### src/rtl/flare32_mem_arbiter_pkg.sv
// Shared types for the Flare32 memory arbiter: FSM states, grant owner and
// the read data returned on a timed-out access.
package pkg_mem_arb;

   typedef enum bit [7:0] {
      StIdle = 8'd0,
      StBusy = 8'd1,
      StResp = 8'd2
   } State;

   typedef enum bit {
      GrantFetch = 1'b0,
      GrantData  = 1'b1
   } Grant;

   localparam int unsigned TIMEOUT_RDATA = 32'd0;

endpackage

### src/rtl/flare32_mem_arbiter.sv
// Two-port (fetch / load-store) arbiter in front of one single-ported memory
// bus, alternating on contention and aborting accesses that stall too long.
module flare32_mem_arbiter
   import pkg_mem_arb::*;
#(
   parameter int ADDR_WIDTH = 32,
   parameter int DATA_WIDTH = 32,
   parameter int MAX_WAIT   = 15
) (
   input  logic                  __clk,
   input  logic                  __rst_n,
   input  logic                  if_req,
   input  logic [ADDR_WIDTH-1:0] if_addr,
   output logic                  if_ack,
   output logic [DATA_WIDTH-1:0] if_rdata,
   input  logic                  dt_req,
   input  logic                  dt_we,
   input  logic [ADDR_WIDTH-1:0] dt_addr,
   input  logic [DATA_WIDTH-1:0] dt_wdata,
   output logic                  dt_ack,
   output logic [DATA_WIDTH-1:0] dt_rdata,
   output logic                  mem_req,
   output logic                  mem_we,
   output logic [ADDR_WIDTH-1:0] mem_addr,
   output logic [DATA_WIDTH-1:0] mem_wdata,
   input  logic                  mem_ack,
   input  logic [DATA_WIDTH-1:0] mem_rdata,
   output logic                  bus_err
);

   localparam int CW = $clog2(MAX_WAIT + 1);
   localparam logic [CW-1:0]         WAIT_LIMIT = CW'(MAX_WAIT);
   localparam logic [CW-1:0]         WAIT_ONE   = CW'(1);
   localparam logic [CW-1:0]         WAIT_ZERO  = {CW{1'b0}};
   localparam logic [DATA_WIDTH-1:0] DATA_ZERO  = {DATA_WIDTH{1'b0}};
   localparam logic [ADDR_WIDTH-1:0] ADDR_ZERO  = {ADDR_WIDTH{1'b0}};
   localparam logic [DATA_WIDTH-1:0] TO_RDATA   = DATA_WIDTH'(TIMEOUT_RDATA);

   State                  state_r,      state_s;
   Grant                  last_grant_r, last_grant_s;
   Grant                  cur_grant_r,  cur_grant_s;
   logic [CW-1:0]         wait_cnt_r,   wait_cnt_s;
   logic                  mem_req_r,    mem_req_s;
   logic                  mem_we_r,     mem_we_s;
   logic [ADDR_WIDTH-1:0] mem_addr_r,   mem_addr_s;
   logic [DATA_WIDTH-1:0] mem_wdata_r,  mem_wdata_s;
   logic                  if_ack_r,     if_ack_s;
   logic [DATA_WIDTH-1:0] if_rdata_r,   if_rdata_s;
   logic                  dt_ack_r,     dt_ack_s;
   logic [DATA_WIDTH-1:0] dt_rdata_r,   dt_rdata_s;
   logic                  bus_err_r,    bus_err_s;

   // Next-state and next-output logic; acks and bus_err default low so they pulse.
   always_comb begin
      state_s      = state_r;
      last_grant_s = last_grant_r;
      cur_grant_s  = cur_grant_r;
      wait_cnt_s   = wait_cnt_r;
      mem_req_s    = mem_req_r;
      mem_we_s     = mem_we_r;
      mem_addr_s   = mem_addr_r;
      mem_wdata_s  = mem_wdata_r;
      if_rdata_s   = if_rdata_r;
      dt_rdata_s   = dt_rdata_r;
      if_ack_s     = 1'b0;
      dt_ack_s     = 1'b0;
      bus_err_s    = 1'b0;

      case (state_r)
         StIdle: begin
            if (if_req || dt_req) begin
               // Fetch wins unless data also asks and fetch was served last.
               if (if_req && (!dt_req || (last_grant_r == GrantData))) begin
                  cur_grant_s  = GrantFetch;
                  last_grant_s = GrantFetch;
                  mem_we_s     = 1'b0;
                  mem_addr_s   = if_addr;
                  mem_wdata_s  = DATA_ZERO;
               end else begin
                  cur_grant_s  = GrantData;
                  last_grant_s = GrantData;
                  mem_we_s     = dt_we;
                  mem_addr_s   = dt_addr;
                  mem_wdata_s  = dt_wdata;
               end
               mem_req_s  = 1'b1;
               wait_cnt_s = WAIT_ZERO;
               state_s    = StBusy;
            end else begin
               state_s = StIdle;
            end
         end
         StBusy: begin
            if (mem_ack) begin
               mem_req_s = 1'b0;
               state_s   = StResp;
               if (cur_grant_r == GrantFetch) begin
                  if_ack_s   = 1'b1;
                  if_rdata_s = mem_rdata;
               end else begin
                  dt_ack_s   = 1'b1;
                  dt_rdata_s = mem_we_r ? DATA_ZERO : mem_rdata;
               end
            end else if (wait_cnt_r == WAIT_LIMIT) begin
               mem_req_s = 1'b0;
               bus_err_s = 1'b1;
               state_s   = StResp;
               if (cur_grant_r == GrantFetch) begin
                  if_ack_s   = 1'b1;
                  if_rdata_s = TO_RDATA;
               end else begin
                  dt_ack_s   = 1'b1;
                  dt_rdata_s = TO_RDATA;
               end
            end else begin
               wait_cnt_s = wait_cnt_r + WAIT_ONE;
            end
         end
         StResp: begin
            state_s = StIdle;
         end
         default: begin
            state_s   = StIdle;
            mem_req_s = 1'b0;
         end
      endcase
   end

   // State and output registers with synchronous active-low reset.
   always_ff @(posedge __clk) begin
      if (!__rst_n) begin
         state_r      <= StIdle;
         last_grant_r <= GrantData;
         cur_grant_r  <= GrantFetch;
         wait_cnt_r   <= WAIT_ZERO;
         mem_req_r    <= 1'b0;
         mem_we_r     <= 1'b0;
         mem_addr_r   <= ADDR_ZERO;
         mem_wdata_r  <= DATA_ZERO;
         if_ack_r     <= 1'b0;
         if_rdata_r   <= DATA_ZERO;
         dt_ack_r     <= 1'b0;
         dt_rdata_r   <= DATA_ZERO;
         bus_err_r    <= 1'b0;
      end else begin
         state_r      <= state_s;
         last_grant_r <= last_grant_s;
         cur_grant_r  <= cur_grant_s;
         wait_cnt_r   <= wait_cnt_s;
         mem_req_r    <= mem_req_s;
         mem_we_r     <= mem_we_s;
         mem_addr_r   <= mem_addr_s;
         mem_wdata_r  <= mem_wdata_s;
         if_ack_r     <= if_ack_s;
         if_rdata_r   <= if_rdata_s;
         dt_ack_r     <= dt_ack_s;
         dt_rdata_r   <= dt_rdata_s;
         bus_err_r    <= bus_err_s;
      end
   end

   assign mem_req   = mem_req_r;
   assign mem_we    = mem_we_r;
   assign mem_addr  = mem_addr_r;
   assign mem_wdata = mem_wdata_r;
   assign if_ack    = if_ack_r;
   assign if_rdata  = if_rdata_r;
   assign dt_ack    = dt_ack_r;
   assign dt_rdata  = dt_rdata_r;
   assign bus_err   = bus_err_r;

endmodule

### config.mk
export PLATFORM = sky130hd
export DESIGN_NAME = flare32_mem_arbiter
export DESIGN_NICKNAME = d
export VERILOG_FILES = /design/src/rtl/flare32_mem_arbiter_pkg.sv /design/src/rtl/flare32_mem_arbiter.sv
export SDC_FILE = /design/constraint.sdc
export NUM_CORES = 1
export LEC_CHECK = 0
export BUFFER_PORTS_ARGS = -buffer_cell sky130_fd_sc_hd__buf_2
export CAP_MARGIN = 20
export CORE_AREA = 8 8 137 113
export CTS_CLUSTER_DIAMETER = 200
export DETAILED_ROUTE_END_ITERATION = 12
export DIE_AREA = 0 0 145 121
export PLACE_DENSITY = 0.76
export SYNTH_ARGS = -nofsm -noshare
export SYNTH_HDL_FRONTEND = slang
export SYNTH_SLANG_ARGS = --single-unit
export TNS_END_PERCENT = 1
### constraint.sdc
create_clock -name __clk -period 1.9 [get_ports __clk]
set_clock_uncertainty 0.15 [all_clocks]
set_input_delay 0.57 -clock __clk [delete_from_list [all_inputs] [get_ports __clk]]
set_output_delay 0.57 -clock __clk [all_outputs]
set_load 0.1 [all_outputs]
# Word level (Yosys, flattened, before mapping)
# Index checks and enable logic that the tools add are counted.
# op_classes
muxes,32
n_addsub,1
bitwise,4
n_reduce_logical,14
n_eq_ne,7
# op_table
operator,count
32-bit two-way mux,11
8-bit two-way mux,2
8-bit one-hot mux with 2 select lines,1
1-bit two-way mux,13
4-bit two-way mux,3
3-bit AND reduction,3
"8-bit by 1-bit equality test with 1-bit output, second input constant",1
"8-bit by 2-bit equality test with 1-bit output, second input constant",1
8-bit logical NOT,1
4-bit one-hot mux with 2 select lines,1
"2-bit != test, second input constant",3
"4-bit by 1-bit adder with 4-bit output, second input constant",1
"4-bit equality test, second input constant",1
1-bit NOT,4
2-bit AND reduction,2
4-bit AND reduction,1
2-bit nonzero test,2
"3-bit != test, second input constant",1
1-bit one-hot mux with 3 select lines,1
3-bit OR reduction,1
1-bit logical OR,2
1-bit logical AND,1
1-bit logical NOT,1
# totals
regBits,147
in_bits,134
out_inout_bits,133
wordCells,71

# Logic depth before layout (Yosys ltp)
# Gate-level depths: netlist of run 1.
# logic_depth
depth_word,4
ltp_mapped,7
depth_no_buf,4

# Worst setup path after synthesis of run 1
# No wires, ideal clock.
# synth_path
kind,register -> register
startpoint,reg mem_we_r (netlist: mem_we)
endpoint,reg dt_rdata_r[19] (netlist: dt_rdata[19])
setup_time_ns,0.135
path_buffers,2
arrival_ns,1.569
period_less_slack_ns,1.854
stages_incl_launch_ff,5
t_required_ns,1.615
slack_ns,0.046
path_cell_list,dfxtp_1 > or2_1 > buf_4 > buf_6 > o32ai_2
# synth_between
elab_chain_len,3
# synth_lines
item,line,rtl
start: declaration,flare32_mem_arbiter.sv:44,"logic mem_we_r, mem_we_s;"
start signal: assignment,flare32_mem_arbiter.sv:151,mem_we_r <= mem_we_s;
32-bit two-way mux,flare32_mem_arbiter.sv:102,dt_rdata_s = mem_we_r ? DATA_ZERO : mem_rdata;
32-bit two-way mux,flare32_mem_arbiter.sv:97,if (cur_grant_r == GrantFetch) begin
32-bit two-way mux,flare32_mem_arbiter.sv:94,if (mem_ack) begin
end signal: assignment,flare32_mem_arbiter.sv:157,dt_rdata_r <= dt_rdata_s;
end: declaration,flare32_mem_arbiter.sv:50,"logic [DATA_WIDTH-1:0] dt_rdata_r, dt_rdata_s;"
# Every way passes these cells. The select of a mux whose other input is x is not followed.
# A chain may end at the register's enable or synchronous reset.

# Worst setup path after layout of run 1
# layout_path
startpoint,reg mem_we_r (netlist: mem_we)
endpoint,out mem_we
# layout_lines
item,line,rtl
end: declaration,flare32_mem_arbiter.sv:23,"output logic mem_we,"
# No word-level cell between the ends.

==> metrics.md, run 1 <==
| Metric | Value |
|---|---|
| Run status | `complete, no violations` |
| Area of the mapped netlist | `5831 µm²` |
| Clock root buffer | `clkbuf_16` |
| Async set-reset flop share out of synthesis | `0%` |
| Util after Layout | `63.20%` |
| Required @ worst endpoint | `1180 ps` |
| Setup TNS | `0 ps` |
| Synth Area per Inst | `9.314 µm²` |
| DP Wirelength | `13.32 mm` |
| Vias in the first global route | `5797` |
| Total power | `9.112 mW` |
| Crit path max-delay family | `flip-flops` |
| Pwr dens | `1087 nW/µm²` |
| WL per Instance | `18.87 µm` |
| Worst skew pair latency | `420 ps` |
| Initial antenna violation count | `0` |
| Initial Utilization | `43.95%` |
| Initial DRC count | `528` |
| Fmax | `0.5461 GHz` |
| Slew HR | `76.81%` |
| Crit path cell chain | `buf_12` |
| Core area | `13270 µm²` |
| Antenna-violating nets left | `0` |
| CTS sink cnt | `141` |
| Vias after detailed routing | `5891` |
| Area leader, netlist | `dfxtp_1` |
| Seq/Total Area, Yosys | `48.41%` |
| Crit path largest cell delay | `480 ps` |
| Hold-fix buffers at CTS | `0` |
| Library cells used by synthesis | `39` |
| First-pass GRT wire length | `31.14 mm` |
| Die X | `145 µm` |
| N_diodes | `0` |
| Share of the synthesized area in the top cell type | `48.41%` |
| RSZ-0062 raised after global routing | `false` |
| Crit-path slowest cell | `dfxtp_1` |
| Port buffer count | `266` |
| CP Class | `reg -> out` |
| Cell count after synthesis | `626` |
| Clock tree buffer depth | `2` |
| Router iterations before antenna repair | `6` |
| Commonest non-fill, non-tap cell in the layout | `dfxtp_1` |
| Total clock buffers created by CTS | `17` |
| Syn. warnings | `0` |
| Critical Path Fanout Max | `6` |
| Slew Limit Fails | `0` |
| Synth-to-Final Area Change | `43.78%` |
| H-tree levels | `4` |
| Primary FF master, synth | `dfxtp_1` |
| Drc violations | `0` |
| Max VDD drop | `715.0 µV` |
| Commonest cells after routing, fill and taps aside | `141 x dfxtp_1, 140 x buf_4, 133 x buf_2, 69 x a21oi_1, 68 x nand2_1` |
| Nets@finish | `991` |
| CP Launch Type | `register` |
| Gpl congestion | `0.8197` |
| Hold/Removal Path Class | `in -> reg` |
| Main area contributors after synthesis | `dfxtp_1 48%, a21oi_1 5.9%, o21ai_0 5.8%` |
| Via/cell ratio | `5.616` |
| Arr. time, crit path | `1110 ps` |
| Post-synth EDFFs | `0` |
| Post-place instance area | `7433 µm²` |
| Slew @ Worst Pin | `347.9 ps` |
| Pin count of the biggest net entering global routing | `72` |
| WP buf/inv | `1` |
| Synthesized Nets | `761` |
| Worst-path clk slew | `60 ps` |
| Final wirelength | `19.79 mm` |
| Core Rows | `38` |
| CTS tree | `done` |
| Leak | `3.459 nW` |
| # fillers | `1096` |
| Tmin final | `1831 ps` |
| Design area | `8383 µm²` |
| Die area | `17550 µm²` |
| Final hold violations | `0` |
| Layout cells sized above 1 | `39.24%` |
| Fin crit share | `96.38%` |
| Register bit total from synthesis | `141` |
| Final setup viols | `0` |
| IO Count | `267` |
| Max-cap violations | `0` |
| Global route overflow | `0` |
| Total GRT Usage | `21.53%` |
| Worst setup EP type | `output port` |
| Chip height | `121 µm` |
logic make-up after synthesis:
group / count (synthesis) / share of synthesized area, %
AO/OA/AOI/OAI: 270 / 32.92
multiplexers: 3 / 0.5150
adder cells (fa/ha/maj): 1 / 0.2146
flip-flops: 141 / 48.41
AND/OR/NAND/NOR: 129 / 11.63
buffers and inverters: 82 / 6.309
final timing paths:
| path | from | endpoint | slack, ps | depth (start not counted) |
|---|---|---|---|---|
| min reg2reg | dt_rdata[24] | dt_rdata[24] | 310 | 2 |
| max reg2reg | wait_cnt_r[0] | if_rdata[30] | 200 | 5 |
| max | mem_we | mem_we | 70 | 1 |
| min | mem_rdata[29] | if_rdata[29] | 230 | 2 |
layer usage:
| metal | wire, µm | vias up | global-route usage (%) | part of all wire [%] |
|---|---|---|---|---|
| li1 | - | 2845 | - | - |
| met5 | 0 | - | 0 | 0 |
| met3 | 1273 | 30 | 6.597 | 6.4 |
| met2 | 9575 | 233 | 34.85 | 48 |
| met1 | 8433 | 2783 | 26.50 | 43 |
| met4 | 507 | 0 | 8.459 | 2.6 |
stage by stage:
step           instances  hold slack (ps)  setup slack [ps]
6_report            1049            228.8             68.73
5_1_grt             1049            217.7             25.01
4_1_cts             1049            213.7             4.040
3_5_place_dp        1017            300.7             21.43
3_3_place_gp        1017            290.7             98.62
2_1_floorplan        626            308.6             45.80
Yosys cell counts, types with 3 or more instances:
library cell,n
nand4b_1,4
mux2i_1,3
o2111ai_1,33
nand2_1,68
buf_4,4
nor3_1,4
o32ai_1,19
clkbuf_1,43
a22o_1,33
dfxtp_1,141
and3_1,4
nor2_1,4
o32ai_2,10
o21ai_0,67
a21oi_1,69
nand3b_1,32
a311oi_1,32
buf_2,30
report_power, final:
group	switching, mW	internal (mW)
sequential	0.106	3.13
combinational	1.79	0.592
clock	1.37	2.13
total	3.26	5.85
layout make-up:
class | instances | area, µm² | area share (%)
Inverter | 3 | 11.26 | 0.1343
Sequential cell | 141 | 2823 | 33.67
Multi-Input combinational cell | 403 | 2673 | 31.88
Clock buffer | 19 | 442.9 | 5.284
Clock inverter | 13 | 176.4 | 2.104
Tap cell | 180 | 225.2 | 2.687
Timing Repair Buffer | 290 | 2032 | 24.24
timing repair:
item | in CTS | in global routing
endpoints found under the setup margin | 130 | 2
setup buffers | 0 | 0
resized for setup | 130 | 2
pin swaps | 0 | 0
sequential cells by signal, indices dropped and copies added (netlist names):
signal        count
dt_rdata         32
mem_we            1
if_ack            1
mem_req           1
state_r           2
wait_cnt_r        4
mem_wdata        32
cur_grant_r       1
last_grant_r      1
dt_ack            1
if_rdata         32
bus_err           1
mem_addr         32
Note: power is estimated with default switching activity, not from simulation.
==> run 2, diff against run 1 <==
--- a/config.mk
+++ b/config.mk
@@ -7,10 +7,10 @@
 export LEC_CHECK = 0
 export BUFFER_PORTS_ARGS = -buffer_cell sky130_fd_sc_hd__buf_2
 export CAP_MARGIN = 20
-export CORE_AREA = 8 8 137 113
+export CORE_AREA = 8 8 170 92
 export CTS_CLUSTER_DIAMETER = 200
 export DETAILED_ROUTE_END_ITERATION = 12
-export DIE_AREA = 0 0 145 121
+export DIE_AREA = 0 0 178 100
 export PLACE_DENSITY = 0.76
 export SYNTH_ARGS = -nofsm -noshare
 export SYNTH_HDL_FRONTEND = slang
==> metrics.md, run 2 (synthesis results as in run 1) <==
| Metric | Value |
|---|---|
| Max VDD drop | `588.2 µV` |
| Hold Crit Endpoint | `if_rdata[1]` |
| CTS sink cnt | `141` |
| Slew HR | `66.92%` |
| WP buf/inv | `1` |
| Final Worst Setup Slack | `27.45 ps` |
| # fillers | `1106` |
| Crit path largest cell delay | `430 ps` |
| Fin crit share | `98.56%` |
| Leak | `3.459 nW` |
| Synth-to-Final Area Change | `44.23%` |
| CP Launch Type | `register` |
| Reg-to-reg slack, setup | `150 ps` |
| Required @ worst endpoint | `1180 ps` |
| Clock tree buffer depth | `2` |
| Worst setup EP type | `output port` |
| Vias in the first global route | `5746` |
| DP Wirelength | `14.39 mm` |
| IO Count | `267` |
| Die area | `17800 µm²` |
| Worst skew pair latency | `400 ps` |
| Register area | `2823 µm²` |
| Crit-path slowest cell | `buf_2` |
| Tmin final | `1873 ps` |
| Antenna-violating nets left | `0` |
| Final setup viols | `0` |
| Post-CTS Setup Bufs | `0` |
| Vias after detailed routing | `6005` |
| Port buffer count | `266` |
| Fmax | `0.5340 GHz` |
| Gates resized, CTS repair | `87` |
| Hold_sp | `mem_rdata[1]` |
| Via/cell ratio | `5.714` |
| Worst-path clk slew | `60 ps` |
| Hold Crit Depth | `2` |
| Gpl congestion | `0.7868` |
| RSZ-0062 raised after global routing | `false` |
| First-pass GRT wire length | `31.34 mm` |
| Slew @ Worst Pin | `499.7 ps` |
| Max-cap violations | `0` |
| Initial DRC count | `389` |
| Chip height | `100 µm` |
| H-tree levels | `4` |
| Area of the multi-input gates | `2673 µm²` |
| Layout cells sized above 1 | `39.66%` |
| Hold/Removal Path Class | `in -> reg` |
| Commonest cells after routing, fill and taps aside | `141 x dfxtp_1, 135 x buf_2, 102 x buf_4, 69 x a21oi_1, 68 x nand2_1` |
| R2R Path End | `if_rdata[18]` |
| Die X | `178 µm` |
| Slew Limit Fails | `0` |
| Setup TNS | `0 ps` |
| R2R depth | `5` |
| Commonest non-fill, non-tap cell in the layout | `dfxtp_1` |
| Post-place instance area | `7486 µm²` |
| Drc violations | `0` |
| Final wirelength | `20.22 mm` |
| Final hold violations | `0` |
| Global route overflow | `0` |
| CTS tree | `done` |
| Pin count of the biggest net entering global routing | `59` |
| Router iterations before antenna repair | `5` |
| CP Class | `reg -> out` |
| Initial Utilization | `44.25%` |
| Total clock buffers created by CTS | `17` |
| Design area | `8409 µm²` |
| Total GRT Usage | `21.36%` |
| Nets@finish | `997` |
| Post-Layout Cell Count | `1051` |
| Placed Cells | `1019` |
| Hold-fix buffers at CTS | `0` |
| R2r startpoint | `wait_cnt_r[0]` |
| Critical Path Fanout Max | `2` |
| Clock root buffer | `clkbuf_16` |
| Core Rows | `30` |
| Pwr dens | `1068 nW/µm²` |
| WL per Instance | `19.24 µm` |
| Total power | `8.985 mW` |
| Run status | `complete, no violations` |
| Crit path max-delay family | `buffers and inverters` |
| Initial antenna violation count | `0` |
| Core area | `13180 µm²` |
| N_diodes | `0` |
| Crit path cell chain | `buf_2` |
| Arr. time, crit path | `1150 ps` |
| Pre-CTS setup slack | `3.497 ps` |
## run 2: cell count changes in the layout (fill, tap and decap cells not counted), sizes merged
cell	delta
clkbuf	+41
buf	-35
bufinv	-1
clkinv	-1
clkinvlp	+1
inv	+1
## run 2: layout make-up
class | count | share of cell area (%)
tap | 176 | 2.619
multi-input combinational | 403 | 31.78
timing repair buffer | 296 | 24.79
sequential | 141 | 33.57
inverter | 3 | 0.1339
clock inverter | 13 | 1.845
clock buffer | 19 | 5.267
## run 2: metrics by stage
stage          util, %  hold slack, ps
6_report         63.83           249.1
4_1_cts          63.01           235.1
3_3_place_gp     56.82           290.9
5_1_grt          63.83           233.0
3_5_place_dp     56.82           297.5
2_1_floorplan        -           308.6
## run 2: metal layers
metal | track usage [%] | part of all wire (%) | vias to the layer above
li1 | - | - | 2860
met1 | 30.52 | 47 | 2860
met2 | 31.65 | 44 | 273
met3 | 5.060 | 8.5 | 12
met4 | 5.287 | 0.86 | 0
met5 | 0 | 0 | -
## run 2: worst max path at each step
stage / cells past startpoint / startpoint / end
after floorplan: 4 / mem_we / dt_rdata[19]
after global placement: 4 / dt_req / wait_cnt_r[2]
after detailed placement: 5 / mem_ack / dt_rdata[16]
after CTS: 1 / mem_addr[31] / mem_addr[31]
after global routing: 1 / mem_addr[4] / mem_addr[4]
final: 1 / mem_addr[4] / mem_addr[4]
## run 2: where the power goes
part	switching [mW]	leakage, nW	internal, mW
clock network	1.35	0.284	2.01
registers	0.105	1.15	3.13
logic	1.80	2.02	0.595
==> run 3, diff against run 2 <==
--- a/config.mk
+++ b/config.mk
@@ -11,7 +11,8 @@
 export CTS_CLUSTER_DIAMETER = 200
 export DETAILED_ROUTE_END_ITERATION = 12
 export DIE_AREA = 0 0 178 100
-export PLACE_DENSITY = 0.76
+export HOLD_SLACK_MARGIN = 0.03
+export PLACE_DENSITY = 0.87
 export SYNTH_ARGS = -nofsm -noshare
 export SYNTH_HDL_FRONTEND = slang
 export SYNTH_SLANG_ARGS = --single-unit
==> metrics.md, run 3 (synthesis results as in run 1) <==
| Metric | Value |
|---|---|
| Initial DRC count | `446` |
| Port buffer count | `266` |
| Total power | `9.243 mW` |
| Leak | `3.471 nW` |
| Core area | `13180 µm²` |
| WP buf/inv | `1` |
| Crit-path slowest cell | `buf_2` |
| Initial antenna violation count | `0` |
| Arr. time, crit path | `1150 ps` |
| Final setup viols | `0` |
| Placed Cells | `1013` |
| Core Rows | `30` |
| Worst hold slack | `250.5 ps` |
| Die X | `178 µm` |
| Die area | `17800 µm²` |
| Hold-fix buffers at CTS | `0` |
| Required @ worst endpoint | `1180 ps` |
| Total clock buffers created by CTS | `17` |
| Synth-to-Final Area Change | `44.25%` |
| Crit path max-delay family | `buffers and inverters` |
| Run status | `complete, no violations` |
| Slew HR | `66.36%` |
| IO Count | `267` |
| Pwr dens | `1099 nW/µm²` |
| WL per Instance | `19.89 µm` |
| Nets@finish | `991` |
| Critical Path Fanout Max | `2` |
| Post-Layout Cell Count | `1046` |
| Design area | `8411 µm²` |
| Commonest non-fill, non-tap cell in the layout | `buf_2` |
| Clock tree buffer depth | `2` |
| Tmin final | `1870 ps` |
| Worst skew pair latency | `400 ps` |
| Max VDD drop | `606.4 µV` |
| Chip height | `100 µm` |
| Layout cells sized above 1 | `39.36%` |
| CTS sink cnt | `141` |
| CP Class | `reg -> out` |
| Max-cap violations | `0` |
| Pin count of the biggest net entering global routing | `72` |
| CTS tree | `done` |
| Vias after detailed routing | `6091` |
| DP Wirelength | `14.77 mm` |
| Fin crit share | `98.43%` |
| Setup TNS | `0 ps` |
| Crit path cell chain | `buf_2` |
| Fmax | `0.5347 GHz` |
| Worst-path clk slew | `70 ps` |
| Gpl congestion | `0.8045` |
| Antenna-violating nets left | `0` |
| First-pass GRT wire length | `32.58 mm` |
| Initial Utilization | `44.25%` |
| Commonest cells after routing, fill and taps aside | `142 x buf_2, 141 x dfxtp_1, 99 x buf_4, 69 x a21oi_1, 68 x nand2_1` |
| Worst setup EP type | `output port` |
| Slew @ Worst Pin | `508.1 ps` |
| Drc violations | `0` |
| Router iterations before antenna repair | `5` |
| H-tree levels | `4` |
| Global route overflow | `0` |
| Total GRT Usage | `22.26%` |
| Hold/Removal Path Class | `in -> reg` |
| Clock root buffer | `clkbuf_16` |
| Gates resized, CTS repair | `90` |
| Post-place instance area | `7456 µm²` |
| Crit path largest cell delay | `430 ps` |
| Vias in the first global route | `5904` |
| Post-CTS Setup Bufs | `0` |
| Slew Limit Fails | `0` |
| CP Launch Type | `register` |
| Via/cell ratio | `5.823` |
| Final hold violations | `0` |
| RSZ-0062 raised after global routing | `false` |
| Final wirelength | `20.81 mm` |
-- run 3: worst reg2reg max path, stage by stage (launching register included) --
cell and delay (ps):
dfxtp_1 340, ha_1 250, a31o_2 290, a31oi_2 240
buf_12 230, a22o_1 170
-- run 3: path summary, 6_finish.rpt --
path                      start       endpoint  slack (ps)  depth (start not counted)
setup / recovery  mem_wdata[20]  mem_wdata[20]          30                          1
hold / removal     mem_rdata[4]    if_rdata[4]         250                          2
hold reg to reg    dt_rdata[22]   dt_rdata[22]         300                          2
setup reg to reg  wait_cnt_r[0]   if_rdata[14]         160                          5
-- run 3: layout make-up --
type	instances	area, µm²
fill	1083	4765
sequential	141	2823
multi-input combinational	403	2673
timing repair buffer	290	2034
clock buffer	19	442.9
tap	176	220.2
clock inverter	13	203.9
inverter	3	11.26
antenna	1	2.502
-- run 3: power by group --
part / switching [mW] / internal, mW / total (mW)
logic: 1.80 / 0.586 / 2.38
registers: 0.106 / 3.13 / 3.24
clock network: 1.35 / 2.28 / 3.62
total: 3.25 / 5.99 / 9.24
-- run 3: through the flow --
stage / setup slack (ps) / utilization (%)
2_1_floorplan: 45.80 / -
3_3_place_gp: 125.7 / 56.59
3_5_place_dp: 22.78 / 56.59
4_1_cts: 0.1348 / 63.21
5_1_grt: 0.01488 / 63.82
6_report: 29.91 / 63.84
-- run 3: per-layer routing --
layer / routed length (µm) / GRT usage [%] / part of all wire, % / vias up
li1: - / - / - / 2854
met1: 9103 / 29.90 / 44 / 2906
met4: 218 / 5.159 / 1.0 / 0
met5: 0 / 0 / 0 / -
met3: 2186 / 7.609 / 11 / 21
met2: 9299 / 33.77 / 45 / 310
